**config.mk**
```make
export PLATFORM = sky130hd
export DESIGN_NAME = dmem_arbiter
export DESIGN_NICKNAME = d
export VERILOG_FILES = /design/src/rtl/dmem_arbiter.sv
export SDC_FILE = /design/constraint.sdc
export NUM_CORES = 1
export LEC_CHECK = 0
export BUFFER_PORTS_ARGS = -buffer_cell sky130_fd_sc_hd__buf_2
export CAP_MARGIN = 30
export CORE_AREA = 2 2 121 123
export DETAILED_ROUTE_END_ITERATION = 10
export DIE_AREA = 0 0 123 125
export GPL_TIMING_DRIVEN = 0
export PLACE_DENSITY = 0.46
export SYNTH_ARGS = -nofsm -noshare
export SYNTH_HDL_FRONTEND = slang
export SYNTH_SLANG_ARGS = --single-unit
```
**constraint.sdc**
```tcl
create_clock -name clk -period 1.3 [get_ports clk]
set_input_delay 0.13 -clock clk [delete_from_list [all_inputs] [get_ports clk]]
set_output_delay 0.13 -clock clk [all_outputs]
set_load 0.1 [all_outputs]
```
**src/rtl/dmem_arbiter.sv**
```systemverilog
// dmem_arbiter
//   Two-requester arbiter for the data port of the shared dual-port BRAM.
//   The core (c_*) and a debug/loader master (d_*) compete for one access per
//   cycle. Ties are broken round-robin. Debug may lock the port for atomic
//   multi-beat sequences. One-cycle read data is tagged back to its requester.
//
// Ports
//   clk, rst_ni                 clock, asynchronous active-low reset
//   c_req_i/c_we_i/c_addr_i/c_wdata_i/c_size_i/c_sign_i   core request
//   c_ready_o                   core request accepted this cycle
//   c_rvalid_o/c_rdata_o        core read response
//   d_* (same set as core)      debug request and response
//   d_lock_i                    debug keeps exclusive ownership after a grant
//   mem_addr_o/mem_din_o/mem_write_o/mem_read_o/mem_size_o/mem_sign_o
//                               BRAM port controls
//   mem_dout_i                  BRAM read data, one cycle after mem_read_o
module dmem_arbiter #(
    parameter int unsigned ADDR_W = 32,
    parameter int unsigned DATA_W = 32
) (
    input  logic              clk,
    input  logic              rst_ni,
    input  logic              c_req_i,
    input  logic              c_we_i,
    input  logic [ADDR_W-1:0] c_addr_i,
    input  logic [DATA_W-1:0] c_wdata_i,
    input  logic [1:0]        c_size_i,
    input  logic              c_sign_i,
    output logic              c_ready_o,
    output logic              c_rvalid_o,
    output logic [DATA_W-1:0] c_rdata_o,
    input  logic              d_req_i,
    input  logic              d_we_i,
    input  logic [ADDR_W-1:0] d_addr_i,
    input  logic [DATA_W-1:0] d_wdata_i,
    input  logic [1:0]        d_size_i,
    input  logic              d_sign_i,
    input  logic              d_lock_i,
    output logic              d_ready_o,
    output logic              d_rvalid_o,
    output logic [DATA_W-1:0] d_rdata_o,
    output logic [ADDR_W-1:0] mem_addr_o,
    output logic [DATA_W-1:0] mem_din_o,
    output logic              mem_write_o,
    output logic              mem_read_o,
    output logic [1:0]        mem_size_o,
    output logic              mem_sign_o,
    input  logic [DATA_W-1:0] mem_dout_i
);

    typedef enum logic {ST_ARB, ST_LOCKED} state_e;
    typedef enum logic {OWN_CORE, OWN_DBG} owner_e;

    state_e state_q, state_d;
    owner_e last_q, last_d;
    owner_e rd_owner_q, rd_owner_d;
    logic   rd_pend_q, rd_pend_d;
    logic   grant_c, grant_d;

    always_ff @(posedge clk or negedge rst_ni) begin
        if (!rst_ni) begin
            state_q    <= ST_ARB;
            last_q     <= OWN_DBG;
            rd_pend_q  <= 1'b0;
            rd_owner_q <= OWN_CORE;
        end else begin
            state_q    <= state_d;
            last_q     <= last_d;
            rd_pend_q  <= rd_pend_d;
            rd_owner_q <= rd_owner_d;
        end
    end

    // Grants are gated by rst_ni so every output is quiet while in reset,
    // even though the request inputs are passed straight through.
    always_comb begin
        grant_c = 1'b0;
        grant_d = 1'b0;
        state_d = state_q;
        last_d  = last_q;
        if (rst_ni) begin
            case (state_q)
                ST_ARB: begin
                    if (c_req_i && d_req_i) begin
                        grant_c = (last_q == OWN_DBG);
                        grant_d = !grant_c;
                    end else begin
                        grant_c = c_req_i;
                        grant_d = d_req_i;
                    end
                    if (grant_d && d_lock_i) state_d = ST_LOCKED;
                end
                ST_LOCKED: begin
                    grant_d = d_req_i;
                    // The exit cycle counts as a debug grant even when idle,
                    // so the core wins the first tie after unlocking.
                    if (!d_lock_i) begin
                        state_d = ST_ARB;
                        last_d  = OWN_DBG;
                    end
                end
                default: state_d = ST_ARB;
            endcase
            if (grant_c)      last_d = OWN_CORE;
            else if (grant_d) last_d = OWN_DBG;
        end
    end

    always_comb begin
        mem_addr_o  = '0;
        mem_din_o   = '0;
        mem_write_o = 1'b0;
        mem_read_o  = 1'b0;
        mem_size_o  = '0;
        mem_sign_o  = 1'b0;
        if (grant_c) begin
            mem_addr_o  = c_addr_i;
            mem_din_o   = c_wdata_i;
            mem_write_o = c_we_i;
            mem_read_o  = !c_we_i;
            mem_size_o  = c_size_i;
            mem_sign_o  = c_sign_i;
        end else if (grant_d) begin
            mem_addr_o  = d_addr_i;
            mem_din_o   = d_wdata_i;
            mem_write_o = d_we_i;
            mem_read_o  = !d_we_i;
            mem_size_o  = d_size_i;
            mem_sign_o  = d_sign_i;
        end
    end

    always_comb begin
        rd_pend_d  = mem_read_o;
        rd_owner_d = rd_owner_q;
        if (mem_read_o) rd_owner_d = grant_d ? OWN_DBG : OWN_CORE;
    end

    assign c_ready_o  = grant_c;
    assign d_ready_o  = grant_d;
    assign c_rvalid_o = rd_pend_q && (rd_owner_q == OWN_CORE);
    assign d_rvalid_o = rd_pend_q && (rd_owner_q == OWN_DBG);
    assign c_rdata_o  = rst_ni ? mem_dout_i : '0;
    assign d_rdata_o  = rst_ni ? mem_dout_i : '0;

endmodule

```
# Word-level counts from Yosys, hierarchy flattened
# Cells that the tools add are included.
# classes
reduce_logical	9
mux	31
bitwise_logic	2
eq_ne	1
# ops
op	n
32-bit 2-to-1 mux	5
1-bit 2-to-1 mux	22
1-bit logical AND	4
2-bit 2-to-1 mux	2
1-bit case mux with 2 select lines	2
1-bit zero test	3
3-bit by 1-bit != test with 1-bit output (second input constant)	1
3-bit AND reduction	1
3-bit nonzero test	1
1-bit inverter	2
# word_totals
ff_bits	4
out_inout_bits	137
input_bits	173
elab_cells	47

# Logic depth before layout (Yosys ltp)
# depth
word_depth	9
mapped_depth	6

# Worst setup path after synthesis
# Ideal clock, no wire load.
# synth_path
kind	reg2reg
from	register state_q
to	register rd_pend_q
stages_incl_launch_ff	4
t_arrival_ns	2.761
path_slack_ns	-1.814
t_required_ns	0.947
n_path_buf	0
path_cell_list	dfrtp_1 -> nand3b_1 -> nand3_1 -> o21ai_0
# synth_via
elab_chain_len	6
elab_cells_between_ends	9
cone_classes	mux: 8; bitwise: 1
# synth_lines
item	line	source
start, declared	54	state_e state_q, state_d;
start signal, assigned	67	state_q <= state_d;
1-bit inverter	-	
1-bit case mux with 2 select lines	82	case (state_q)
1-bit 2-to-1 mux (2 in a row)	81	if (rst_ni) begin
1-bit 2-to-1 mux	123	end else if (grant_d) begin
1-bit 2-to-1 mux (*)	116	if (grant_c) begin
named net mem_read_o	45	output logic mem_read_o,
end signal, assigned	69	rd_pend_q <= rd_pend_d;
end, declared	57	logic rd_pend_q, rd_pend_d;
# The timed path passes the listed nets; every way through them passes the cells marked *. The select of a mux whose other input is x is not followed.
# A chain may end at the register's enable or synchronous reset.

# Final worst setup path
# layout_path
from	register last_q
to	output mem_addr_o[12]
# layout_via
elab_chain_len	9
elab_cells_between_ends	13
cone_classes	mux: 12; reduce/logical: 1
# layout_lines
item	line	source
start, declared	55	owner_e last_q, last_d;
start signal, assigned	68	last_q <= last_d;
1-bit zero test	86	grant_d = !grant_c;
1-bit 2-to-1 mux	84	if (c_req_i && d_req_i) begin
1-bit 2-to-1 mux	82	
1-bit 2-to-1 mux	81	
1-bit case mux with 2 select lines	82	
1-bit 2-to-1 mux (2 in a row)	81	
32-bit 2-to-1 mux	123	
32-bit 2-to-1 mux (*)	116	
end, declared	42	output logic [ADDR_W-1:0] mem_addr_o,
# Every way passes the cells marked *; elsewhere a longest branch is shown, timed or not. The select of a mux whose other input is x is not followed.

==> impl_metrics.json <==
{
  "status": "finished, violations left",
  "violations": "negative setup slack",
  "die_y_um": 125,
  "die_area_um2": 15400,
  "hold_class": "input port to register",
  "wl_per_cell_um": 15.1,
  "viasPerCell": 3.96,
  "synth_top_cell_by_area": "a22o_1",
  "ys_warn_count": 0,
  "vias": 2708,
  "grt.overflow.total": 0,
  "worstSkewPairLatency_ns": 0.23,
  "arrival_ns": 1.80,
  "path_clk_slew_ns": 0.03,
  "root_buffer": "clkbuf_16",
  "r2r_slack_ns": 0.19,
  "setup_viol": 71,
  "power_density_nw_per_um2": 948,
  "synth-edff-count": 0,
  "rows": 44,
  "ys.flop_type": "dfrtp_1",
  "cts_max_level": 1,
  "ys_ff_latch": 4,
  "cts_tree": "done",
  "clk_path_buf_depth": 2,
  "drtIter0Drc": 43,
  "worst_pin_slew_ns": 0.486,
  "diodes": 0,
  "grt_max_degree": 11,
  "synth_area_um2": 1350,
  "maxSlewViolCount": 0,
  "portBuffers": 309,
  "synth_top_cell_area_share": 0.440,
  "grt_pass1_vias": 3070,
  "initial_core_util": 0.0952,
  "endpoint": "mem_addr_o[12]",
  "antenna_found_initial": 0,
  "fin_hold_ws_ns": 0.163,
  "period_share": 1.49,
  "synth_fp_nets": 346,
  "io_pins": 310,
  "pre_cts_ws_ns": -0.748,
  "yosysSeqAreaShare": 0.0749,
  "place_area_um2": 4020,
  "startpoint_type": "register",
  "area_growth_pct": 337,
  "end_kind": "output pin",
  "crit_required_ns": 1.17,
  "min_period_ns": 1.93,
  "synthCells": 173,
  "dpl.hpwl_um": 7840,
  "grt_pass1_wl_um": 15100,
  "ant_nets": 0,
  "r2r_end": "rd_pend_q",
  "finClkSkew_ns": 0.000602,
  "synth_area_leaders": "a22o_1 44%, buf_4 18%, and2_1 15%",
  "grtUsageTotal": 0.123,
  "cts_made_buffers": 3,
  "layout.nets": 673,
  "p_leak_nw": 3.02,
  "fmax_mhz": 518,
  "gp_congestion": 0.695,
  "syn_avg_cell_area_um2": 7.82,
  "finalHoldViolCount": 0,
  "ir_drop_mv": 0.481,
  "final_cell_area_um2": 5910,
  "drt_wl_total_um": 10300,
  "yosysUniqueCellTypes": 22,
  "crit_fanout": 10,
  "worstSetupPathType": "register to output pin",
  "relSlewSlack": 0.678,
  "synthArstFlopShare": 1.00,
  "regToRegStartpoint": "last_q",
  "coreArea_um2": 14200,
  "reg2reg_depth": 4,
  "total_power_mw": 5.60,
  "grt_setup_unrepaired": "true",
  "final_util": 0.416,
  "cts_sinks": 4,
  "drive_gt1_frac": 0.966,
  "fp.dieW_um": 123,
  "drc": 0,
  "cp-startpoint": "last_q",
  "fin_ws_ns": -0.632,
  "max_cap_violations": 0,
  "drt_pass1_iterations": 3
}
## stage by stage
step	instances	TNS [ns]
2_1_floorplan	173	-19.36
3_3_place_gp	666	-67.47
3_5_place_dp	666	-72.74
4_1_cts	680	-39.87
5_1_grt	683	-43.84
6_report	683	-39.09
## critical path, stage by stage, from the launching register on
cell	delay (ns)
dfstp_2	0.53
nand3b_1	0.12
nand3_2	0.13
inv_6	0.07
buf_8	0.15
buf_6	0.15
a22o_4	0.23
buf_12	0.16
## cell type report
class	count	area (um^2)
multi-input cells	116	1610
well taps	184	230
fillers	1328	8300
clock buffers	4	78.8
inverters	2	12.5
repair buffers	324	3250
plain buffers	49	627
flip-flops and latches	4	101
## sequential cells by signal (all words and copies together) (netlist names)
signal / cells
last_q: 1
rd_owner_q: 1
rd_pend_q: 1
state_q: 1
## cells by family after synthesis
logic type / after synthesis / share of synthesized area
flip-flops: 4 / 0.0749
buffers and inverters: 53 / 0.258
AO/OA/AOI/OAI: 74 / 0.473
AND/OR/NAND/NOR: 42 / 0.194
## how the worst min path moves through the flow
stage	depth (start not counted)	end	from
4_1_cts	2	state_q	d_lock_i
2_1_floorplan	0	rd_owner_q	rst_ni
6_report	2	state_q	d_lock_i
3_5_place_dp	1	state_q	rst_ni
3_3_place_gp	1	state_q	rst_ni
5_1_grt	2	state_q	d_lock_i
## synthesized netlist by cell type (2+ instances only)
master	number
buf_6	2
a22o_1	68
dfrtp_1	3
clkbuf_1	7
buf_4	33
nor2b_1	3
o22a_1	2
and2_1	33
buf_2	9
## cell usage in the layout (no fill, tap or decap), types with 2 or more instances in the layout
cell	synthesis	routed
buf_16	0	2
clkbuf_16	0	6
dfrtp_1	3	3
buf_2	9	174
buf_12	0	77
buf_8	0	19
buf_6	2	80
a22o_4	0	68
buf_4	33	11
clkbuf_4	0	5
and2_4	0	30
nor2b_1	3	2
and2_2	0	2
o22a_1	2	2
## repair_timing
action,in CTS,in global routing
setup endpoints to repair,135,101
gates resized for setup,442,20
gates cloned,3,2
pin swaps,2,4
hold buffers,1,0
endpoints found under the hold margin,4,0
buffers inserted,6,4
## report_power, final
group | internal, mW | leakage, nW | total, mW | switching (mW)
Combinational | 1.88 | 2.94 | 4.92 | 3.04
Sequential | 0.154 | 0.0476 | 0.176 | 0.0223
Clock | 0.406 | 0.0382 | 0.503 | 0.0971
## per-layer routing
layer | GRT usage | part of all wire | vias up
met5 | 0 | 0 | -
met4 | 0.0140 | 0.0033 | 0
met3 | 0.0260 | 0.096 | 4
met2 | 0.263 | 0.58 | 171
met1 | 0.118 | 0.32 | 1261
li1 | - | - | 1272
Power figures use the tool's default switching activity.
